[src/rtl/ospfb_axis_framer.sv]
// AXI-Stream framing shim for the oversampled PFB top level: a small sample FIFO
// whose output is tagged with tlast at frame boundaries and a frame sequence number on tuser.
module ospfb_axis_framer #(
  parameter int WIDTH         = 16,
  parameter int FFT_LEN       = 512,
  parameter int DEC_FAC       = 384,
  parameter int FIFO_DEPTH    = 4,
  parameter int FRAME_CNT_WID = 16,
  parameter int DROP_ON_FULL  = 0
) (
  input  logic                     clk,
  input  logic                     rst,
  input  logic                     en,
  input  logic                     frame_sel,
  input  logic [WIDTH-1:0]         s_tdata,
  input  logic                     s_tvalid,
  output logic                     s_tready,
  output logic [WIDTH-1:0]         m_tdata,
  output logic                     m_tvalid,
  input  logic                     m_tready,
  output logic                     m_tlast,
  output logic [FRAME_CNT_WID-1:0] m_tuser,
  output logic                     overflow
);
  localparam int AW = $clog2(FIFO_DEPTH);
  localparam int PW = AW + 1;
  localparam int LW = $clog2(FFT_LEN + 1);
  localparam logic [LW-1:0] LEN_FFT = LW'(FFT_LEN);
  localparam logic [LW-1:0] LEN_DEC = LW'(DEC_FAC);

  logic [WIDTH-1:0]         mem [FIFO_DEPTH];
  logic [PW-1:0]            wr_ptr, rd_ptr;
  logic [LW-1:0]            cnt, len_active;
  logic [FRAME_CNT_WID-1:0] frame_cnt;
  logic                     full, empty, wr_en, rd_en, drop, is_last;

  // Pointers carry one extra wrap bit so full and empty are distinguishable.
  assign full  = (wr_ptr[AW] != rd_ptr[AW]) && (wr_ptr[AW-1:0] == rd_ptr[AW-1:0]);
  assign empty = (wr_ptr == rd_ptr);

  // In drop mode the source is never stalled; a full FIFO simply discards the sample.
  assign s_tready = !rst && en && ((DROP_ON_FULL != 0) || !full);
  assign wr_en    = s_tvalid && s_tready && !full;
  assign drop     = s_tvalid && s_tready && full;
  assign rd_en    = m_tvalid && m_tready;
  assign is_last  = (cnt == len_active - LW'(1));

  assign m_tvalid = !rst && !empty;
  assign m_tdata  = (rst || empty) ? '0 : mem[rd_ptr[AW-1:0]];
  assign m_tlast  = !rst && is_last;
  assign m_tuser  = rst ? '0 : frame_cnt;

  always_ff @(posedge clk) begin
    if (wr_en) mem[wr_ptr[AW-1:0]] <= s_tdata;
  end

  // Frame length is reloaded from frame_sel only as the tlast sample leaves.
  always_ff @(posedge clk) begin
    if (rst) begin
      wr_ptr     <= '0;
      rd_ptr     <= '0;
      cnt        <= '0;
      len_active <= LEN_FFT;
      frame_cnt  <= '0;
      overflow   <= 1'b0;
    end else begin
      if (wr_en) wr_ptr <= wr_ptr + PW'(1);
      if (rd_en) begin
        rd_ptr <= rd_ptr + PW'(1);
        if (is_last) begin
          cnt        <= '0;
          frame_cnt  <= frame_cnt + FRAME_CNT_WID'(1);
          len_active <= frame_sel ? LEN_DEC : LEN_FFT;
        end else begin
          cnt <= cnt + LW'(1);
        end
      end
      if (drop) overflow <= 1'b1;
    end
  end
endmodule

[config.mk]
export PLATFORM = sky130hd
export DESIGN_NAME = ospfb_axis_framer
export DESIGN_NICKNAME = d
export VERILOG_FILES = /design/src/rtl/ospfb_axis_framer.sv
export SDC_FILE = /design/constraint.sdc
export NUM_CORES = 1
export LEC_CHECK = 0
export ABC_AREA = 1
export BUFFER_PORTS_ARGS = -buffer_cell sky130_fd_sc_hd__clkbuf_2
export CORE_ASPECT_RATIO = 0.6
export CORE_MARGIN = 2
export CORE_UTILIZATION = 50
export CTS_CLUSTER_SIZE = 25
export DETAILED_ROUTE_END_ITERATION = 8
export GPL_TIMING_DRIVEN = 0
export MAX_ROUTING_LAYER = met4
export PLACE_DENSITY = 0.79
export SLEW_MARGIN = 25
export SYNTH_ARGS = -nofsm -noshare
export SYNTH_HDL_FRONTEND = slang
export SYNTH_SLANG_ARGS = --single-unit
[constraint.sdc]
create_clock -name clk -period 2.9 [get_ports clk]
set_input_delay 0.29 -clock clk [delete_from_list [all_inputs] [get_ports clk]]
set_output_delay 0.29 -clock clk [all_outputs]
set_load 0.03 [all_outputs]
=== After elaboration in Yosys (flattened, before gate mapping) ===
Memory sizes are Yosys's and may differ from the RTL's. A register that Yosys moved wholly into a read port is not among the register bits.
Cells that the tools add are included.

* Output and inout port bits: 36
* RAM bits: 64
* Flip-flop bits (word level): 43
* Memories kept: 1

{| class="wikitable"
|+ Memory list
! name !! words !! width !! rd ports !! clocked after Yosys merged registers in !! wr ports !! RTL line !! text
|-
| mem || 4 || 16 || 1 || 1 || 1 || 31 || <nowiki>logic [WIDTH-1:0] mem [FIFO_DEPTH];</nowiki>
|}

* Equal/unequal tests: 4
* Muxes and demuxes: 8
* Reductions and logical operators: 14
* Add/subtract/negate cells: 5

{| class="wikitable"
|+ Operators with widths
! operator !! number
|-
| $mux 16 || 2
|-
| $mux 10 || 2
|-
| $add 16x1->16 const B || 1
|-
| $add 10x1->10 const B || 1
|-
| $eq 10x10->1 || 1
|-
| $sub 10x1->10 const B || 1
|-
| $logic_and 1x1->1 || 9
|-
| $add 3x1->3 const B || 2
|-
| $mux 2 || 2
|-
| $eq 3x3->1 || 1
|-
| $logic_not 1->1 || 3
|-
| $eq 2x2->1 || 1
|-
| $mux 1 || 2
|-
| $reduce_and 2->1 || 1
|-
| $logic_or 1x1->1 || 1
|-
| $ne 1x1->1 || 1
|}

=== Depth between registers and ports, before layout ===
* Depth after elaboration: 8
* Gate-level depth with buffers: 11

=== Least setup slack after synthesis ===
No wires, ideal clock.

* Path type: register to register
* Start point: register wr_ptr[0]
* End point: memory mem[3][0] (enable)
* Data required time: 2.510 ns
* Stages on the path, launching flop included: 7
* Clock period less this slack: 2.020 ns
* Arrival time: 1.630 ns
* Setup time: 0.390 ns
* Path slack: 0.880 ns
* Cells stage by stage: dfxtp_1 > inv_1 > nand2_1 > nand2_1 > nand3_1 > nand3_1 > nor2_1

* Longest elaborated chain between the ends: 8

{| class="wikitable"
|+ Ends and longest elaborated chain
! element !! RTL line !! text
|-
| from (decl) || 32 || <nowiki>logic [PW-1:0] wr_ptr, rd_ptr;</nowiki>
|-
| from (signal assigned) || 67 || <nowiki>if (wr_en) wr_ptr <= wr_ptr + PW'(1);</nowiki>
|-
| $eq 2x2->1 || 38 || <nowiki>assign full = (wr_ptr[AW] != rd_ptr[AW]) && (wr_ptr[AW-1:0] == rd_ptr[AW-1:0]);</nowiki>
|-
| $logic_and 1x1->1 || 38 ||
|-
| $logic_not 1->1 || 42, 43 ||
|-
| $logic_and 1x1->1 || 42 || <nowiki>assign s_tready = !rst && en && ((DROP_ON_FULL != 0) || !full);</nowiki>
|-
| $logic_and 1x1->1 (2 in a row) || 43 || <nowiki>assign wr_en = s_tvalid && s_tready && !full;</nowiki>
|-
| $mux 1 || 54 || <nowiki>if (wr_en) mem[wr_ptr[AW-1:0]] <= s_tdata;</nowiki>
|-
| $mux 1 (not written as such) || 54 ||
|-
| to (decl) || 31 ||
|}

Parallel ways exist; a longest one is shown, timed or not.

=== Final worst setup path ===
* Start point: register wr_ptr[0]
* End point: output port m_tdata[14]

* Longest elaborated chain between the ends: 3

{| class="wikitable"
|+ Ends and longest elaborated chain
! element !! RTL line !! text
|-
| $eq 3x3->1 || 39 || <nowiki>assign empty = (wr_ptr == rd_ptr);</nowiki>
|-
| $logic_or 1x1->1 || 49 || <nowiki>assign m_tdata = (rst || empty) ? '0 : mem[rd_ptr[AW-1:0]];</nowiki>
|-
| $mux 16 || 49 ||
|-
| to (decl) || 18 || <nowiki>output logic [WIDTH-1:0] m_tdata,</nowiki>
|}

No other way between the ends.

==> metrics.md <==
| Metric | Value |
|---|---|
| Status | `finished, final reports clean` |
| Root buffer cell | `clkbuf_16` |
| Antenna cell count | `0` |
| Number of max-cap violations | `0` |
| Global-route wire length before repair | `18.0 mm` |
| Mean post-synth cell area | `8.63 um^2` |
| Detail Placement HPWL | `7.85 mm` |
| Number of fillers in the final layout | `789` |
| Area of combinational cells with multiple inputs | `roughly 1800 um^2` |
| Number of distinct library cell variants in the gate-level netlist after synthesis | `29` |
| Unrepaired setup endpoints after global routing | `false` |
| Combined buffer and inverter count along the critical path | `3` |
| Nets | `642` |
| Number of global-route vias before repair | `3599` |
| Area Growth Syn to Fin | `16.1%` |
| Std-Cell Rows | `27` |
| Highest net fanout along the worst path | `10` |
| Pins Over Slew Limit | `0` |
| Post-synthesis cell count | `544` |
| Total track usage | `23.9%` |
| Warning count from the yosys run | `0` |
| Cell-by-cell trace of the critical path | `inv_1 -> nand2_1 -> nand2_1 -> nand3_2 -> nand2_2 -> clkbuf_1 -> a21oi_1 -> clkbuf_2` |
| Number of antenna violations at the first check in global routing | `0` |
| Commonest cells after routing, fill and taps aside | `nor2_1, nand2_1, edfxtp_1` |
| Cell occurring most often along the worst timing path | `nand2_1` |
| Type of the most critical hold path | `input port to register` |
| F_max | `just over 0.4 GHz` |
| CP top delay family | `buffers and inverters` |
| Routability-driven placement congestion ratio | `0.928` |
| Worst max-slew margin expressed relative to the limit | `35.2%` |
| Clock transition at path regs | `0.07 ns` |
| Total overflow reported by the global router | `0` |
| Count of input and output buffers | `56` |
| Static leakage | `around 2.1 nW` |
| Setup violations, final | `0` |
| VDD IR-drop max | `0.000396 V` |
| Largest net degree at the start of global routing | `18` |
| Sequential fraction of the synthesis area | `56.7%` |
| Final hold violations | `0` |
| Data arrival at the endpoint of the critical path | `2.16 ns` |
| Total power density per cell area | `538 nW/um^2` |
| Worst-case clock buffer depth | `2` |
| Fin crit period | `2.45 ns` |
| Tot Pwr | `2.93 mW` |
| CTS tree | `yes` |
| Critical path capture point type | `output pin` |
| DIE WIDTH | `between 100 and 150 um` |
| Via total after detailed routing | `3932` |
| Slowest cell on the critical path | `clkbuf_1` |
| Synthesized net count | `573` |
| Kind of start point of the critical path | `register` |
| Inserted Clock Buffers | `9` |
| Footprint of the flip-flops and latches | `2660 um^2` |
| Period utilisation layout | `84.6%` |
| Gates resized, CTS repair | `0` |
| CTS Hold Bufs | `0` |
| Post-DRT Antenna Nets | `0` |
| Synthesis-stage register bit count | `101` |
| TritonCTS Sinks | `101` |
| Tightest Pin Transition | `0.972 ns` |
| Mapped Area | `4700 um^2` |
| Starting Density | `51.3%` |
| Average wire per cell in the routed design | `about 15 um` |
| Drt drc | `0` |
| Number of buffers inserted by post-CTS setup repair | `0` |
| Total Wirelength | `11.0 mm` |
| Drt pass-1 iters | `5` |
| Biggest cell delay along the critical path | `0.44 ns` |
| Latest clock arrival within the worst-skew pair | `0.35 ns` |
| Vertical die dimension | `around 79 um` |
| Final cell utilization of the core | `59.6%` |
| Starting DRT DRC Count | `roughly 480` |
| Layout cells sized above 1 | `roughly 16%` |
| Die Area | `10200 um^2` |
| Total negative slack | `0 ns` |
| Post-Route Skew | `0.00693 ns` |
| Most common cell after layout, fill and taps aside | `nor2_1` |
| Vias per cell | `5.26` |
| Number of top-level pins | `58` |
| Required time of the critical path | `~2.6 ns` |
| Start-to-end type of the worst setup path | `register to output pin` |
| Area of the core | `slightly above 9000 um^2` |
| H-tree depth | `3` |
[cells in the mapped netlist]
cell / count / area [um^2]
buf_2: 3 / 15.0
clkbuf_2: 1 / 5.00
nand2_1: 92 / 345
o21ai_0: 49 / 245
nand3b_1: 2 / 15.0
buf_6: 2 / 22.5
nand2_4: 1 / 11.3
buf_1: 1 / 3.75
nand3_1: 23 / 115
nand2_2: 2 / 12.5
ha_1: 7 / 87.6
nor2_1: 119 / 447
nor2_8: 1 / 20.0
nand3_4: 1 / 17.5
o21ai_1: 3 / 15.0
nor2_2: 2 / 12.5
a21oi_1: 44 / 220
nand4_1: 4 / 25.0
o21ai_2: 1 / 8.76
xor2_1: 10 / 87.6
nand3_2: 1 / 10.0
dfxtp_1: 37 / 741
clkbuf_1: 14 / 52.6
or2_2: 2 / 12.5
edfxtp_1: 64 / 1920
inv_1: 48 / 180
nor3_1: 6 / 30.0
inv_2: 3 / 11.3
nor4_1: 1 / 6.26
[worst reg2reg max path: stages, from the launching register on]
cell and delay [ns]:
dfxtp_1 0.40, inv_1 0.12, nand2_1 0.09, nand2_1 0.08, nand3_1 0.12, nand3_1 0.33, nor2_2 0.87
[report_power, final]
part | internal, mW | switching [mW] | leakage (nW)
logic | 0.0661 | 0.189 | 1.09
registers | 1.54 | 0.00918 | 0.877
clock network | 0.583 | 0.540 | 0.122
[stage by stage]
| stage | std cells | setup slack [ns] | hold WS, ns | cell area, um^2 |
|---|---|---|---|---|
| floorplan | 544 | 0.880 | 0.389 | 4700 |
| global placement | 730 | 0.151 | 0.416 | 5140 |
| detailed placement | 732 | 0.485 | 0.414 | 5180 |
| CTS | 748 | 0.431 | 0.149 | 5450 |
| global route | 748 | 0.233 | 0.150 | 5450 |
| finish | 748 | 0.448 | 0.155 | 5450 |
[state kept, by name, summed over array words and instances, names as in the netlist, named ones only]
signal,flops
overflow,1
frame_cnt,16
len_active,2
rd_ptr,3
wr_ptr,3
mem,64
cnt,10
[final timing paths]
check        cells after the start     endpoint  slack (ns)       start
max                              8  m_tdata[14]        0.45   wr_ptr[0]
min                              1    mem[1][7]        0.16  s_tdata[7]
max reg2reg                      6    mem[1][9]        0.50   wr_ptr[0]
min reg2reg                      2     overflow        0.42    overflow
[metal layers]
metal / part of all wire, % / GRT usage (%)
met1: 44 / 33.8
met2: 45 / 33.7
met3: 9.3 / 6.74
met4: 1.4 / 7.39
met5: 0 / -
[cell type report]
| cell class | count | area share, % |
|---|---|---|
| plain buffers | 21 | 1.81 |
| clock buffers | 9 | 4.13 |
| clock inverters | 7 | 0.941 |
| inverters | 51 | 3.51 |
| multi-input cells | 371 | 32.2 |
| flip-flops and latches | 101 | 48.8 |
| well taps | 130 | 2.98 |
| repair buffers | 58 | 5.62 |
[cell families (layout without fill, tap and decap cells)]
family / count (synthesis) / after routing / synth area share [%]
and+or+nand+nor: 257 / 257 / 23.0
DFF: 101 / 101 / 56.7
AOI/OAI and AO/OA: 97 / 97 / 10.4
buffers and inverters: 72 / 146 / 6.18
xor gates and xnor gates: 10 / 10 / 1.86
adders and majority gates: 7 / 7 / 1.86
Power figures use the tool's default switching activity.
